File: src/rtl/mem_stage_lsu.sv
// ---------------------------------------------------------------------------
// mem_stage_lsu
//
// MEM-stage load/store unit. It sits directly upstream of the data
// write-sync stage. It accepts one load or store per handshake from the
// pipeline and drives the byte-addressed data bus. After every sub-word
// store it holds cs low for GAP_CYCLES cycles, because the downstream stage
// performs its read-merge-write-back only while cs is low. Load data is
// extracted from the big-endian bus word, extended, and registered for
// writeback.
//
// Ports
//   clk, rst            clock; asynchronous active-high reset
//   req_valid_i         pipeline presents a memory op
//   req_ready_o         op accepted this cycle (low only while in the gap)
//   req_we_i            0 load, 1 store
//   req_size_i          0 byte, 1 half, 2 word (3 behaves as word)
//   req_signed_i        loads: sign-extend when 1
//   req_addr_i          byte address
//   req_wdata_i         right-justified store data
//   data_address_o      bus byte address
//   data_cs_o           bus chip select
//   data_rw_o           0 read, 1 write
//   data_mode_o         0 byte, 1 half, 2 word
//   data_wdata_o        store data, non-zero only while cs && rw
//   data_bus_oe_o       tristate enable for the shared data bus (cs && rw)
//   data_rdata_i        bus read word, valid while cs=1, rw=0
//   load_valid_o        one-cycle pulse: load_data_o is valid
//   load_data_o         aligned and extended load result
//   misalign_o          one-cycle pulse for a rejected misaligned op
// ---------------------------------------------------------------------------
module mem_stage_lsu #(
    parameter int MISALIGN_TRAP = 1,
    parameter int GAP_CYCLES    = 1
) (
    input  logic        clk,
    input  logic        rst,
    input  logic        req_valid_i,
    output logic        req_ready_o,
    input  logic        req_we_i,
    input  logic [1:0]  req_size_i,
    input  logic        req_signed_i,
    input  logic [31:0] req_addr_i,
    input  logic [31:0] req_wdata_i,
    output logic [31:0] data_address_o,
    output logic        data_cs_o,
    output logic        data_rw_o,
    output logic [1:0]  data_mode_o,
    output logic [31:0] data_wdata_o,
    output logic        data_bus_oe_o,
    input  logic [31:0] data_rdata_i,
    output logic        load_valid_o,
    output logic [31:0] load_data_o,
    output logic        misalign_o
);

    // A zero gap would let a request raise cs while the downstream stage
    // still has a write-back pending, so at least one cycle is always kept.
    localparam int GAP_LOAD = (GAP_CYCLES < 1) ? 1 : GAP_CYCLES;
    localparam int CNT_W    = $clog2(GAP_LOAD + 1);
    localparam bit TRAP_EN  = (MISALIGN_TRAP != 0);

    typedef enum logic [1:0] {
        ST_IDLE = 2'd0,
        ST_GAP  = 2'd1,
        ST_HOLD = 2'd2
    } state_t;

    state_t             state_q, state_d;
    logic [CNT_W-1:0]   gap_cnt_q, gap_cnt_d;

    logic [1:0]         size_eff_p0;
    logic [31:0]        addr_eff_p0;
    logic               misaligned_p0;
    logic               trap_p0;
    logic               hs_p0;
    logic               issue_p0;
    logic               load_issue_p0;
    logic               subword_store_p0;

    logic               vld_p1;
    logic               mis_p1;
    logic [31:0]        load_data_p1;

    // Selects the addressed field of a big-endian word (byte 0 / half 0 in
    // the most significant bits) and extends it to 32 bits.
    function automatic logic [31:0] load_extend(
        input logic [31:0] word,
        input logic [1:0]  lane,
        input logic [1:0]  size,
        input logic        sgn
    );
        logic        [7:0]  b;
        logic        [15:0] h;
        logic signed [31:0] r;
        case (lane)
            2'd0:    b = word[31:24];
            2'd1:    b = word[23:16];
            2'd2:    b = word[15:8];
            default: b = word[7:0];
        endcase
        h = lane[1] ? word[15:0] : word[31:16];
        case (size)
            2'd0:    r = sgn ? {{24{b[7]}}, b}  : {24'd0, b};
            2'd1:    r = sgn ? {{16{h[15]}}, h} : {16'd0, h};
            default: r = word;
        endcase
        return r;
    endfunction

    // ---- p0: request decode (handshake cycle) ----
    always_comb begin
        size_eff_p0   = (req_size_i == 2'd3) ? 2'd2 : req_size_i;
        misaligned_p0 = ((size_eff_p0 == 2'd1) && req_addr_i[0]) ||
                        ((size_eff_p0 == 2'd2) && (req_addr_i[1:0] != 2'b00));
        // Masking is a no-op for aligned ops, so it also covers the
        // non-trapping mode where offending low bits are dropped.
        addr_eff_p0 = req_addr_i;
        if (size_eff_p0 == 2'd1) begin
            addr_eff_p0[0] = 1'b0;
        end else if (size_eff_p0 == 2'd2) begin
            addr_eff_p0[1:0] = 2'b00;
        end
        trap_p0          = TRAP_EN && misaligned_p0;
        hs_p0            = req_valid_i && req_ready_o;
        issue_p0         = hs_p0 && !trap_p0;
        load_issue_p0    = issue_p0 && !req_we_i;
        subword_store_p0 = issue_p0 && req_we_i && (size_eff_p0 != 2'd2);
    end

    always_ff @(posedge clk or posedge rst) begin
        if (rst) begin
            state_q   <= ST_IDLE;
            gap_cnt_q <= '0;
        end else begin
            state_q   <= state_d;
            gap_cnt_q <= gap_cnt_d;
        end
    end

    always_comb begin
        state_d   = state_q;
        gap_cnt_d = gap_cnt_q;
        case (state_q)
            ST_IDLE: begin
                if (subword_store_p0) begin
                    state_d   = ST_GAP;
                    gap_cnt_d = CNT_W'(GAP_LOAD);
                end
            end
            ST_GAP: begin
                gap_cnt_d = gap_cnt_q - 1'b1;
                if (gap_cnt_q <= CNT_W'(1)) begin
                    state_d = ST_IDLE;
                end
            end
            default: begin
                state_d   = ST_IDLE;
                gap_cnt_d = '0;
            end
        endcase
    end

    always_comb begin
        req_ready_o    = 1'b0;
        data_address_o = '0;
        data_cs_o      = 1'b0;
        data_rw_o      = 1'b0;
        data_mode_o    = 2'd0;
        data_wdata_o   = '0;
        data_bus_oe_o  = 1'b0;
        case (state_q)
            ST_IDLE: begin
                req_ready_o = 1'b1;
                if (req_valid_i && !trap_p0) begin
                    data_address_o = addr_eff_p0;
                    data_cs_o      = 1'b1;
                    data_rw_o      = req_we_i;
                    data_mode_o    = size_eff_p0;
                    data_wdata_o   = req_we_i ? req_wdata_i : 32'd0;
                    data_bus_oe_o  = req_we_i;
                end
            end
            default: begin
                req_ready_o = 1'b0;
            end
        endcase
    end

    // ---- p1: registered load result / misalign pulse ----
    always_ff @(posedge clk or posedge rst) begin
        if (rst) begin
            vld_p1       <= 1'b0;
            mis_p1       <= 1'b0;
            load_data_p1 <= '0;
        end else begin
            vld_p1 <= load_issue_p0;
            mis_p1 <= hs_p0 && trap_p0;
            if (load_issue_p0) begin
                load_data_p1 <= load_extend(data_rdata_i, addr_eff_p0[1:0],
                                            size_eff_p0, req_signed_i);
            end
        end
    end

    assign load_valid_o = vld_p1;
    assign load_data_o  = load_data_p1;
    assign misalign_o   = mis_p1;

endmodule

File: config.mk
export PLATFORM = sky130hd
export DESIGN_NAME = mem_stage_lsu
export DESIGN_NICKNAME = d
export VERILOG_FILES = /design/src/rtl/mem_stage_lsu.sv
export SDC_FILE = /design/constraint.sdc
export NUM_CORES = 1
export LEC_CHECK = 0
export CAP_MARGIN = 20
export CORE_AREA = 2 2 79 81
export CTS_CLUSTER_DIAMETER = 30
export DETAILED_ROUTE_END_ITERATION = 8
export DIE_AREA = 0 0 81 83
export DONT_BUFFER_PORTS = 1
export SYNTH_ARGS = -nofsm -noshare
export SYNTH_HDL_FRONTEND = slang
export SYNTH_SLANG_ARGS = --single-unit
File: constraint.sdc
create_clock -name clk -period 1.8 [get_ports clk]
set_input_delay 0.09 -clock clk [delete_from_list [all_inputs] [get_ports clk]]
set_output_delay 0.09 -clock clk [all_outputs]
set_load 0.005 [all_outputs]
==> reports/qor.yml, run 1 <==
yosys_warnings: 0
cp.arrival_ns: 1.59
nNetsFinal: 410
start_kind: "flop"
ys_seq_area_share_pct: 33.7
rsz0062_at_grt: "false"
sequentialPowerShare_pct: 49.8
antenna_found_initial: 0
end_kind: "primary output"
synth_area_sq_um: 2600
critPathMaxFanout: 31
coreArea_sq_um: 5820
track_usage_pct: 25.3
finalSetupTns_ns: 0
syn_avg_cell_area_sq_um: 8.46
chipHeight_um: 83
io_pins: 207
dpl.hpwl_mm: 6.57
hold_class: "input port to flop"
power_leakage_uw: 0.00128
rows: 28
min_to: "load_data_o[25]"
pwr_density_cell_nw_per_um2: 760
clk_pin_slew_ns: 0.07
globalplace.congestion: 0.817
clock_latency_ns: 0.28
cts_max_level: 2
finalCritPeriodShare_pct: 93.1
vias: 2318
layout-drive-gt1-share_pct: 12.4
cts_root_buffer: "clkbuf_8"
antenna_left: 0
grt_pass1_vias: 2201
r2r-end: "load_data_o[9]"
ys_seq_elements: 35
die_area_sq_um: 6720
drt_iter0_markers: 255
worstMarginPinSlew_ns: 0.613
combPwrFrac_pct: 24.2
p_int_uw: 1510
ir_drop_mv: 0.318
clk_path_buf_depth: 2
via_per_inst: 6.07
fmax_mhz: 597
cts_made_buffers: 5
slew_headroom_pct: 59.0
drc: 0
tritoncts: "yes"
synthDistinctLibCells: 36
routedWlPerCell_um: 23.3
outcome: "completed"
netSwitchingPower_uw: 692
r2r_start: "state_q[0]"
hp-start: "data_rdata_i[25]"
syn_nets: 410
path_class: "flop to primary output"
swShare_pct: 31.4
io_buffers: 0
diodes: 0
clkPwrFrac_pct: 26.0
fin_worst_skew_ns: 0.00325
drv_slew: 0
hold_viol: 0
routed_wl_mm: 8.91
setup_violations: 0
min_path_cells: 2
areaGrowthSynthToFinish_pct: 11.8
grt_max_degree: 35
grt.overflow.total: 0
syn_inst: 307
maxCapViolations: 0
power.total_uw: 2210
cts_sinks: 35
grt_pass1_wl_mm: 12.9
r2r_cells: 6
period_needed_ns: 1.68
cp.required_ns: 1.71
initial_utilization_pct: 44.7
fp.dieW_um: 81
r2r_slack_ns: 0.16
dr.pass1.iters: 6
synth_stat cells:
cell,instances,share of area (%)
o31ai_4,1,0.82
a31oi_1,6,1.4
o21ai_0,11,2.1
nor4b_4,1,0.92
o21a_1,3,0.87
a222oi_1,8,3.1
dfrtp_1,35,34
nand4b_4,1,0.92
buf_4,8,2.3
a21oi_1,16,3.1
buf_2,7,1.3
a31oi_2,11,5.3
nand2_1,37,5.3
nor2_1,26,3.8
o21ai_1,1,0.19
o22ai_1,4,0.96
mux2i_1,7,2.7
nor4_1,1,0.24
inv_1,2,0.29
nor4_2,1,0.48
buf_6,2,0.87
buf_1,1,0.14
mux2_2,1,0.43
nor4b_1,1,0.34
nand2b_1,7,1.7
clkbuf_1,13,1.9
and2_1,33,7.9
nor4b_2,1,0.58
nor2b_1,4,0.96
nand3b_1,9,2.6
nand2_2,1,0.24
nor3_1,1,0.19
a22o_1,8,2.7
nor2_4,1,0.43
a21boi_0,4,1.2
and3_1,33,7.9
registers in the layout (all words and copies together), names as in the netlist:
name / flops
load_data_o: 32
load_valid_o: 1
misalign_o: 1
state_q: 1
worst max-delay path by stage:
stage,start,endpoint,depth (start not counted)
floorplan,state_q[0],load_data_o[15],5
global placement,state_q[0],load_data_o[16],5
detailed placement,state_q[0],load_data_o[22],5
CTS,req_size_i[1],load_data_o[1],6
global route,state_q[0],load_data_o[9],6
finish,state_q[0],data_wdata_o[28],5
power by group through the flow:
stage	Clock (uW)	Combinational (uW)	Sequential, uW
2_1_floorplan	0	440	1070
3_3_place_gp	0	468	1110
3_5_place_dp	0	480	1120
4_1_cts	587	533	1100
5_1_grt	628	595	1120
6_report	574	533	1100
area by class of cell:
class	count	area, sq um
clock buffer	6	82.6
clock inverter	1	5.00
fill	573	2910
inverter	2	7.51
multi-input combinational	239	1570
sequential	35	876
tap	75	93.8
timing repair buffer	24	267
cells in the final DEF, fill, tap and decap left out, drive strengths merged, types with 6 or more instances in the layout:
cell type / count
a21oi: 16
clkbuf: 6
a222oi: 8
a22o: 8
and3: 33
nand3b: 9
nand2: 38
nand2b: 7
dlygate4sd3: 13
dfrtp: 35
mux2i: 7
and2: 33
buf: 10
a31oi: 17
nor2: 27
o21ai: 12
critical path: stages, from the launching register on:
cell	delay (ns)
dfrtp_1	0.39
nand2b_4	0.18
nor3_4	0.22
buf_4	0.17
buf_16	0.15
and3_1	0.18
cells by family (layout without fill, tap and decap cells):
group / after synthesis / after routing / share of synthesized area (%)
AO/OA/AOI/OAI: 73 / 73 / 21.7
multiplexers: 8 / 8 / 3.13
buffers and inverters: 33 / 33 / 6.84
flip-flops: 35 / 35 / 33.7
AND/OR/NAND/NOR: 158 / 158 / 34.6
per-stage QoR:
stage                     instances  setup slack (ns)  util [%]  hold WS, ns  instance area (sq um)
final                           382             0.124      49.9      0.00954                   2900
after detailed placement        359            0.0747      45.1       -0.170                   2620
after global placement          359             0.163      45.1       -0.171                   2620
after CTS                       381            0.0160      49.7      0.00143                   2890
after global routing            382            0.0321      49.9      0.00303                   2900
after floorplan                 307             0.322         -        0.244                   2600
routing by layer:
metal  part of all wire, %  GRT usage [%]  vias to the layer above
met5                     0              0                        -
met4                  0.92           4.16                        0
met3                    11           9.89                        8
met2                    49           39.7                      132
met1                    39           33.4                     1091
li1                      -              -                     1087
timing repair:
item / 4_1_cts / 5_1_grt
buffers inserted: 0 / 1
cloned: 1 / 0
endpoints found under the hold margin: 55 / 0
setup endpoints to repair: 4 / 45
resized for setup: 2 / 4
pin swaps: 1 / 1
hold buffers: 14 / 0
(Power assumes the default switching activity.)
==> inputs of run 2 (changes only) <==
--- a/config.mk
+++ b/config.mk
@@ -6,10 +6,10 @@
 export NUM_CORES = 1
 export LEC_CHECK = 0
 export CAP_MARGIN = 20
-export CORE_AREA = 2 2 79 81
+export CORE_AREA = 3 3 80 82
 export CTS_CLUSTER_DIAMETER = 30
 export DETAILED_ROUTE_END_ITERATION = 8
-export DIE_AREA = 0 0 81 83
+export DIE_AREA = 0 0 83 85
 export DONT_BUFFER_PORTS = 1
 export SYNTH_ARGS = -nofsm -noshare
 export SYNTH_HDL_FRONTEND = slang
==> run 2 against run 1 <==
  * Utilization increased by 1.7 points
  * Hold slack got worse by 0.0039 ns
  * Setup slack got worse by 0.049 ns
  * Final area up 3.3%
  * Power rose by 8.6%
  * Combinational power grew 1%
  * Register-to-register slack improved by 0.02 ns
  * Clock power is 32% higher
  * Die area rose by 4.9%
  * Via count rose by 2.8%
  * Fmax fell by 2.8%
  * Critical path type unchanged
  * Largest power group unchanged
==> reports/qor.yml, run 2 (synthesis gave the netlist of run 1 again) <==
combPwrFrac_pct: 22.5  # -1.7 points
period_needed_ns: 1.72  # +0.0490 ns
globalplace.congestion: 0.796  # -2.6%
fmax_mhz: 580  # -2.8%
pre_cts_ws_ns: 0.125  # +0.0501 ns
dpl.hpwl_mm: 6.72  # +2.4%
finalSetupTns_ns: 0  # unchanged
hold_viol: 0  # unchanged
io_pins: 207  # unchanged
vias: 2383  # +2.8%
track_usage_pct: 24.6  # -0.75 points
initial_utilization_pct: 44.7  # unchanged
antenna_found_initial: 0  # unchanged
areaGrowthSynthToFinish_pct: 15.5
layout-drive-gt1-share_pct: 13.0  # +0.64 points
hold_class: "input port to flop"
place_area_sq_um: 2620  # -0.19%
antenna_left: 0  # unchanged
cp.arrival_ns: 1.63  # +0.04 ns
grt_max_degree: 46  # +31%
cp.required_ns: 1.71  # about the same
fin_area_sq_um: 3000  # +3.3%
maxCapViolations: 0  # unchanged
outcome: "completed"
grt_pass1_vias: 2320  # +5.4%
swShare_pct: 30.2  # -1.1 points
cts_max_level: 2  # unchanged
grt_pass1_wl_mm: 13.4  # +4.5%
final.setup.worst_slack_ns: 0.0751  # -0.0490 ns
critPathMaxFanout: 24  # -23%
largest_reg_flops: 32  # unchanged
worstMarginPinSlew_ns: 0.597  # -0.0153 ns
grt.overflow.total: 0  # unchanged
via_per_inst: 6.11  # +0.70%
power.total_uw: 2400  # +8.6%
drt_iter0_markers: 212  # -17%
routedWlPerCell_um: 23.5  # +0.59%
clkPwrFrac_pct: 31.7  # +5.7 points
cts_root_buffer: "clkbuf_8"
io_buffers: 0  # unchanged
clk_pin_slew_ns: 0.08  # about the same
pwr_density_cell_nw_per_um2: 799  # +5.1%
final_cell_mix: "nand2_1, dfrtp_1, and2_1"
chipHeight_um: 85  # +2.4%
clk_path_buf_depth: 2  # unchanged
die_area_sq_um: 7060  # +4.9%
fp.dieW_um: 83  # +2.5%
mostFrequentLayoutCell: "nand2_1"
ir_drop_mv: 0.366  # +15%
diodes: 0  # unchanged
start_kind: "flop"
drv_slew: 0  # unchanged
sequentialPowerShare_pct: 45.7  # -4.1 points
cts_made_buffers: 5  # unchanged
tritoncts: "yes"
cts_sinks: 35  # unchanged
p_int_uw: 1670  # +10%
finalCritPeriodShare_pct: 95.8  # +2.7 points
fin_worst_skew_ns: 0.00344  # +0.000190 ns
rows: 28  # unchanged
rsz0062_at_grt: "false"
clock_latency_ns: 0.30  # +0.02 ns
coreArea_sq_um: 5820  # unchanged
nNetsFinal: 417  # +1.7%
dr.pass1.iters: 4  # -2
fin_util_pct: 51.6  # +1.7 points
setup_violations: 0  # unchanged
path_class: "flop to primary output"
netSwitchingPower_uw: 725  # +4.7%
drc: 0  # unchanged
power_leakage_uw: 0.00132  # +3.2%
end_kind: "primary output"
routed_wl_mm: 9.15  # +2.7%
fillers: 572  # -0.17%
slew_headroom_pct: 60.2  # +1.2 points
[run 2: cell count changes in the layout (fill, tap and decap cells not counted), sizes merged]
cell	delta
bufinv	+1
clkbuf	+1
dlygate4sd3	+6
[run 2: routing by layer]
metal | up-vias | track usage [%] | wire length (um)
met4 | 0 | 8.17 | 178
met2 | 125 | 40.5 | 4530
met3 | 13 | 9.71 | 1000
li1 | 1106 | - | -
met5 | - | 0 | 0
met1 | 1139 | 29.4 | 3440
[run 2: area by class of cell]
| cell class | instances | area [sq um] | share of cell area [%] |
|---|---|---|---|
| multi-input cells | 239 | 1570 | 52.4 |
| inverters | 2 | 7.51 | 0.250 |
| flip-flops and latches | 35 | 876 | 29.2 |
| repair buffers | 31 | 332 | 11.1 |
| clock inverters | 2 | 35.0 | 1.17 |
| well taps | 75 | 93.8 | 3.13 |
| clock buffers | 6 | 82.6 | 2.75 |
[run 2: repair_timing]
item / 4_1_cts / 5_1_grt
cloned: 0 / 1
buffers inserted: 0 / 1
setup endpoints to repair: 31 / 52
resized for setup: 1 / 5
endpoints found under the hold margin: 57 / 0
pin swaps: 1 / 1
hold buffers: 20 / 0
[run 2: path summary, 6_finish.rpt]
check	from	endpoint	slack [ns]	depth (start not counted)
max in group asynchronous	rst	load_data_o[11]	1.14	3
min in group asynchronous	rst	load_data_o[1]	0.33	3
max reg2reg	state_q[0]	load_data_o[17]	0.18	5
min	req_size_i[1]	load_data_o[14]	0.006	3
min reg2reg	load_data_o[1]	load_data_o[1]	0.57	2
max	state_q[0]	data_bus_oe_o	0.08	6
[run 2: critical path: stages, from the launching register on]
cell and delay [ns]:
dfrtp_1 0.40, nand2b_4 0.18, nor3_4 0.20, buf_12 0.14, buf_12 0.14, and2_1 0.14, buf_4 0.12
[run 2: power by group through the flow]
stage	sequential, uW	combinational [uW]	clock, uW
final	1100	540	760
after detailed placement	1120	477	0
after global routing	1120	606	802
after floorplan	1070	440	0
after CTS	1100	524	770
after global placement	1120	466	0
[run 2: metrics by stage]
step / hold slack, ns / cells
after floorplan: 0.244 / 307
after global placement: 0.110 / 360
after detailed placement: 0.119 / 360
after CTS: 0.00303 / 388
after global routing: 0.0146 / 390
final: 0.00566 / 390
